==> config.mk <==
export PLATFORM = sky130hd
export DESIGN_NAME = axi4_lite_rd_arb
export DESIGN_NICKNAME = d
export VERILOG_FILES = /design/src/rtl/axi4_lite_rd_arb.sv
export SDC_FILE = /design/constraint.sdc
export NUM_CORES = 1
export LEC_CHECK = 0
export ABC_CLOCK_PERIOD_IN_PS = 2500
export CAP_MARGIN = 10
export CORE_MARGIN = 5
export CORE_UTILIZATION = 36
export DETAILED_ROUTE_END_ITERATION = 7
export GPL_TIMING_DRIVEN = 0
export PLACE_DENSITY = 0.76
export SLEW_MARGIN = 20
export SYNTH_ARGS = -nofsm -noshare
export SYNTH_HDL_FRONTEND = slang
export SYNTH_SLANG_ARGS = --single-unit
export TNS_END_PERCENT = 30
==> constraint.sdc <==
create_clock -name clk -period 2.5 [get_ports clk]
set_input_delay 0.25 -clock clk [delete_from_list [all_inputs] [get_ports clk]]
set_output_delay 0.25 -clock clk [all_outputs]
set_load 0.05 [all_outputs]
==> src/rtl/axi4_lite_rd_arb.sv <==
// Round-robin arbiter sharing one AXI4-Lite read master among N_REQ requesters.
// Optional watchdog enabled by defining AXI_RD_ARB_TIMEOUT_EN (sticky timeout_err).
module axi4_lite_rd_arb #(
   parameter int N_REQ          = 4,
   parameter int ID_W           = $clog2(N_REQ),
   parameter int TIMEOUT_CYCLES = 1024
) (
   input  logic                  clk,
   input  logic                  srst,
   input  logic [N_REQ*32-1:0]   req_addr,
   input  logic [N_REQ-1:0]      req_valid,
   output logic [N_REQ-1:0]      req_ready,
   output logic [31:0]           req_rdata,
   output logic [31:0]           m_rd_addr,
   output logic                  m_rd_valid,
   input  logic                  m_rd_ready,
   input  logic [31:0]           m_rd_data,
   output logic [ID_W-1:0]       grant_id,
   output logic                  busy,
   output logic                  timeout_err
);

   typedef enum logic [2:0] {
      IDLE = 3'b001,
      BUSY = 3'b010,
      DONE = 3'b100
   } state_t;

   state_t          state;
   logic [31:0]     addr_arr [N_REQ];
   logic            any_req;
   logic [ID_W-1:0] winner;
   logic [ID_W-1:0] cand;

   for (genvar i = 0; i < N_REQ; i++) begin : g_addr
      assign addr_arr[i] = req_addr[32*i +: 32];
   end

   // Walk from the farthest candidate back to grant_id+1 so the nearest pending requester wins.
   // NOTE: every always_comb output gets a default first so no latch is inferred.
   always_comb begin
      any_req = 1'b0;
      winner  = '0;
      cand    = '0;
      for (int k = N_REQ; k >= 1; k--) begin
         cand = ID_W'((int'(grant_id) + k) % N_REQ);
         if (req_valid[cand]) begin
            any_req = 1'b1;
            winner  = cand;
         end
      end
   end

   // NOTE: sequential state uses non-blocking assignments only, so every register sees pre-edge values.
   always_ff @(posedge clk) begin
      if (srst) begin
         state      <= IDLE;
         req_ready  <= '0;
         req_rdata  <= '0;
         m_rd_valid <= 1'b0;
         m_rd_addr  <= '0;
         grant_id   <= ID_W'(N_REQ - 1);
      end else begin
         unique case (state)
            IDLE: begin
               if (any_req) begin
                  grant_id   <= winner;
                  m_rd_addr  <= addr_arr[winner];
                  m_rd_valid <= 1'b1;
                  state      <= BUSY;
               end
            end
            BUSY: begin
               if (m_rd_valid && m_rd_ready) begin
                  req_rdata  <= m_rd_data;
                  req_ready  <= N_REQ'(1) << grant_id;
                  m_rd_valid <= 1'b0;
                  state      <= DONE;
               end
            end
            DONE: begin
               // Clearing rdata here keeps stale read data invisible outside the pulse.
               req_ready <= '0;
               req_rdata <= '0;
               state     <= IDLE;
            end
            default: begin
               req_ready  <= '0;
               req_rdata  <= '0;
               m_rd_valid <= 1'b0;
               state      <= IDLE;
            end
         endcase
      end
   end

   assign busy = (state != IDLE);

`ifdef AXI_RD_ARB_TIMEOUT_EN
   localparam int CNT_W = $clog2(TIMEOUT_CYCLES + 1);

   logic [CNT_W-1:0] to_cnt;
   logic             to_flag;

   // The flag rises on the edge where the count reaches the limit; the read keeps waiting.
   always_ff @(posedge clk) begin
      if (srst) begin
         to_cnt  <= '0;
         to_flag <= 1'b0;
      end else if (state == IDLE && any_req) begin
         to_cnt <= '0;
      end else if (state == BUSY) begin
         if (to_cnt != CNT_W'(TIMEOUT_CYCLES))
            to_cnt <= to_cnt + 1'b1;
         if (to_cnt >= CNT_W'(TIMEOUT_CYCLES - 1))
            to_flag <= 1'b1;
      end
   end

   assign timeout_err = to_flag;
`else
   logic unused_timeout_cfg;
   assign unused_timeout_cfg = ^TIMEOUT_CYCLES;
   assign timeout_err        = 1'b0;
`endif

endmodule

# Yosys cells after proc, flatten, opt, wreduce, memory -nomap -nowiden
# Cells that the tools add are included.
# Widths: inputs -> output; s select.
# word_totals
out_inout_bits	73
ff_bits	74
elab_cells	59
# op_classes
magnitude_cmp	5
mux	29
bitwise	3
addsub	4
shift	1
reduce_logical	5
n_eq_ne	6
# ops
cell	count
$mux 32	3
$bmux 32 s2	1
$pmux 32 s2	1
$lt 2x3->1 const B	4
$mux 1	10
$bmux 1 s2	4
$mux 2	4
$pmux 4 s2	1
$mux 3	2
$pmux 3 s2	1
$reduce_and 2->1	3
$add 2x1->2 const B	2
$add 2x2->2 const B	2
$mux 4	1
$ne 2x2->1 const B	2
$shl 1x2->4 const A	1
$eq 3x1->1 const B	1
$eq 3x2->1 const B	1
$eq 3x3->1 const B	1
$ge 3x3->1 const B	1
$ne 3x1->1 const B	1
$not 2->3	1
$pmux 1 s3	1
$reduce_and 3->1	1
other kinds (2)	3

# Logic depth before layout (Yosys ltp)
# logic_depth
depth_word	11
ltp_mapped	12
mapped_depth_nobuf	8

# Worst setup path after synthesis
# No wires, ideal clock.
# synth_path
path_type	reg-to-reg
startpoint	register grant_id[0]
endpoint	register m_rd_addr[26]
n_path_buf	3
required_ps	2358
slack_ps	-609
stages_incl_launch_ff	12
arrival_ps	2967
cell_sequence	dfxtp_1 -> buf_4 -> inv_2 -> ha_1 -> buf_4 -> mux2i_1 -> mux2_4 -> nand2b_4 -> nand2_1 -> nand2_1 -> clkbuf_1 -> o211ai_1
# synth_between
elab_chain_len	11
# synth_rtl
item	line	source
start, declared	18	output logic [ID_W-1:0] grant_id,
start signal, assigned	62	grant_id <= ID_W'(N_REQ - 1);
start signal, assigned	67	grant_id <= winner;
$add 2x1->2	46	cand = ID_W'((int'(grant_id) + k) % N_REQ);
$bmux 1 s2	47	if (req_valid[cand]) begin
$mux 1 (not written as such)	47	
$mux 2 (4 in a row)	47	
$not 2->3 (not written as such)	68	m_rd_addr <= addr_arr[winner];
$bmux 32 s2	68	
$mux 32 (not written as such) (2 in a row)	68	
end signal, assigned	68	
end, declared	14	output logic [31:0] m_rd_addr,
# Parallel ways exist; a longest one is shown, timed or not. The select of a mux whose other input is x is not followed.
# A chain may end at the register's enable or synchronous reset.

# Worst setup path after layout
# layout_path
startpoint	register grant_id[0]
endpoint	register m_rd_addr[20]
# The elaborated chain is that of the path after synthesis.

==> run_results.csv <==
group,metric,value,unit
final_layout,syn2layout_area_growth,73.6,%
sta,hold_viol_final,0,
detailed_routing,drt-pass1-iter-count,5,
setup_path,start_kind,"register",
setup_path,worstSetupEndpointType,"register",
global_routing,grt-ovfl-total,0,
power_and_ir_drop,power,6.63,mW
setup_path,worstSetupPathType,"reg -> reg",
clock_tree,insertion_delay,0.34,ns
synth,synth-seq-cells,74,
final_layout,final_net_count,948,
sta,slew_headroom,62.0,%
clock_tree,ctsHtreeMaxLevel,3,
power_and_ir_drop,switching_share,42.3,%
setup_path,crit_path_max_fanout,10,
sta,finalMaxSlewViolations,0,
run_status,status,"finished clean",
global_routing,grt_util_all_layers,22.5,%
detailed_routing,drc,0,
global_routing,grt_max_degree,14,
synth,yosysWarningCount,0,
synth,syn_area,0.00443,mm^2
power_and_ir_drop,peakVddDrop,0.000503,V
final_layout,antennaDiodeCount,0,
final_layout,layout_commonest_cell,"clkdlybuf4s50_1",
clock_tree,clk_pin_slew,0.06,ns
synth,synth_seq_area_share,33.4,%
final_layout,final_util,63.8,%
power_and_ir_drop,seqPwrFrac,23.0,%
setup_path,required,2.72,ns
global_routing,grt_pass1_wl,26400,um
sta,timing.final.crit_share,97.9,%
final_layout,final_cell_mix,"233 x clkdlybuf4s50_1, 85 x nand2_1, 72 x dfxtp_1",
sta,worst-slew-pin-transition,0.569,ns
power_and_ir_drop,power_frac_clock,20.1,%
clock_tree,numCtsBuffers,9,
sta,fin_skew,0.00684,ns
die,start_util,36.8,%
synth,ys_types,54,
die,die-area,0.0146,mm^2
die,die_w,121,um
sta,setup_viol,0,
detailed_routing,drtIter0Drc,365,
final_layout,drive_gt1_share,16.4,%
synth,syn-num-nets,691,
global_routing,antenna_found_initial,0,
sta,fmax,408,MHz
placed_design,dp.final_hpwl,13400,um
placed_design,portBuffers,235,
die,die_y,121,um
clock_tree,cts-root-buf,"clkbuf_16",
global_routing,grt_pass1_vias,5229,
die,rows,40,
die,core,0.0121,mm^2
clock_tree,cts.path.max_buffers,2,
worst_hold_path,hold_class,"in -> reg",
clock_tree,clock-sinks,74,
detailed_routing,antenna_left,0,
clock_tree,ctsHoldBuffers,0,
sta,setup_tns,0,ns
run,max_cap_viol_count,0,
power_and_ir_drop,p_comb_share,56.9,%
detailed_routing,wl_per_cell,18.2,um
detailed_routing,vias,5120,
sta,rsz0062_at_grt,"true",
die,ios,240,
power_and_ir_drop,p_leak,2.75,nW
power_and_ir_drop,p_switching,2.80,mW
setup_path,arrival,2.66,ns
power_and_ir_drop,power.density,861,mW/mm^2
detailed_routing,viasPerCell,5.39,
synth,synthCells,520,
power_and_ir_drop,internal_power,3.82,mW
clock_tree,cts_tree,"done",
placed_design,gp_congestion,0.864,
synth,syn_area_per_cell,8.53,um^2
sta,fin_crit,2.45,ns
detailed_routing,wl,17200,um
==> power groups by stage <==
stage / Combinational, mW / Clock (mW) / Sequential [mW]
2_1_floorplan: 1.73 / 0 / 2.21
3_3_place_gp: 3.45 / 0 / 1.54
3_5_place_dp: 3.50 / 0 / 1.55
4_1_cts: 3.71 / 1.36 / 1.52
5_1_grt: 3.99 / 1.41 / 1.54
6_report: 3.77 / 1.33 / 1.52
==> worst max-delay path, stage by stage, from the launching register on <==
cell and delay [ns]:
dfxtp_4 0.36, buf_4 0.13, mux4_2 0.57, buf_2 0.23, o2111ai_4 0.26, nand2_4 0.20, a2111oi_2 0.47, o31ai_1 0.10
==> repair_timing <==
item,4_1_cts,5_1_grt
setup buffers,7,5
pin swaps,3,3
resized for setup,26,12
endpoints found under the setup margin,33,62
cloned,0,1
==> metrics by stage <==
step,hold slack [ns],instance area [um^2],setup WS (ns),std cells
finish,0.397,7700,0.0515,950
global route,0.438,7700,-0.0454,950
CTS,0.418,7630,0.00252,946
detailed placement,0.445,7170,-0.569,923
global placement,0.439,7170,-0.490,923
floorplan,0.384,4610,-0.0420,520
==> registers in the layout, summed over array words and instances (netlist names) <==
name / cells
grant_id: 2
m_rd_addr: 32
req_ready: 4
m_rd_valid: 1
req_rdata: 32
state: 3
==> metal layers <==
metal | vias up | track usage (%) | share of wire (%)
met5 | - | 0 | 0
met4 | 0 | 8.99 | 2.2
met3 | 33 | 6.34 | 9.7
met2 | 259 | 38.4 | 49
met1 | 2378 | 26.5 | 39
li1 | 2450 | - | -
==> synth_stat cells, drive strengths merged <==
library cell,instances,share of area (%)
clkbuf,29,2.5
a32o,1,0.23
a211o,1,0.20
a221oi,1,0.59
or2,3,0.42
nand2b,3,0.59
o22a,1,0.20
a22oi,44,7.6
a21oi,50,5.6
nor4,2,0.28
dfxtp,74,33
and3,1,0.25
nor3,1,0.11
mux4,1,0.51
a21o,1,0.17
mux2,26,8.0
and4,9,1.8
nand2,88,7.7
or3b,1,0.20
nor2,7,0.59
nand3,59,6.9
conb,1,0.085
o31ai,10,1.7
nand3b,10,1.7
o32a,1,0.23
o21ai,4,0.45
o22ai,1,0.14
a2111oi,9,1.8
buf,20,4.0
nor2b,1,0.14
ha,4,1.1
o211ai,32,6.5
mux2i,5,1.1
o2111ai,1,0.59
or3,3,0.65
nand4,2,0.28
and2,11,1.6
inv,2,0.17
==> layout make-up <==
| type | count | area, um^2 |
|---|---|---|
| fillers | 1027 | 4370 |
| repair buffers | 248 | 2460 |
| plain buffers | 47 | 334 |
| clock inverters | 6 | 65.1 |
| inverters | 2 | 15.0 |
| well taps | 168 | 210 |
| multi-input cells | 395 | 2880 |
| clock buffers | 10 | 239 |
| flip-flops and latches | 74 | 1490 |
==> cell families after synthesis <==
kind of cell             count (synthesis)  share of synthesized area (%)
AND/OR/NAND/NOR                        201                           23.2
AO/OA/AOI/OAI                          157                           26.0
flip-flops                              74                           33.4
buffers and inverters                   51                           6.63
multiplexers                            32                           9.59
adder cells (fa/ha/maj)                  4                           1.13
other                                    1                         0.0846
==> final timing paths <==
path,slack (ns),end,start,cells past startpoint
worst min-delay path,0.40,state[0],req_valid[1],4
worst max-delay path,0.05,m_rd_addr[20],grant_id[0],7
worst min register to register,0.45,req_rdata[20],req_rdata[20],2
worst max register to register,0.05,m_rd_addr[20],grant_id[0],7
(Power assumes the default switching activity.)
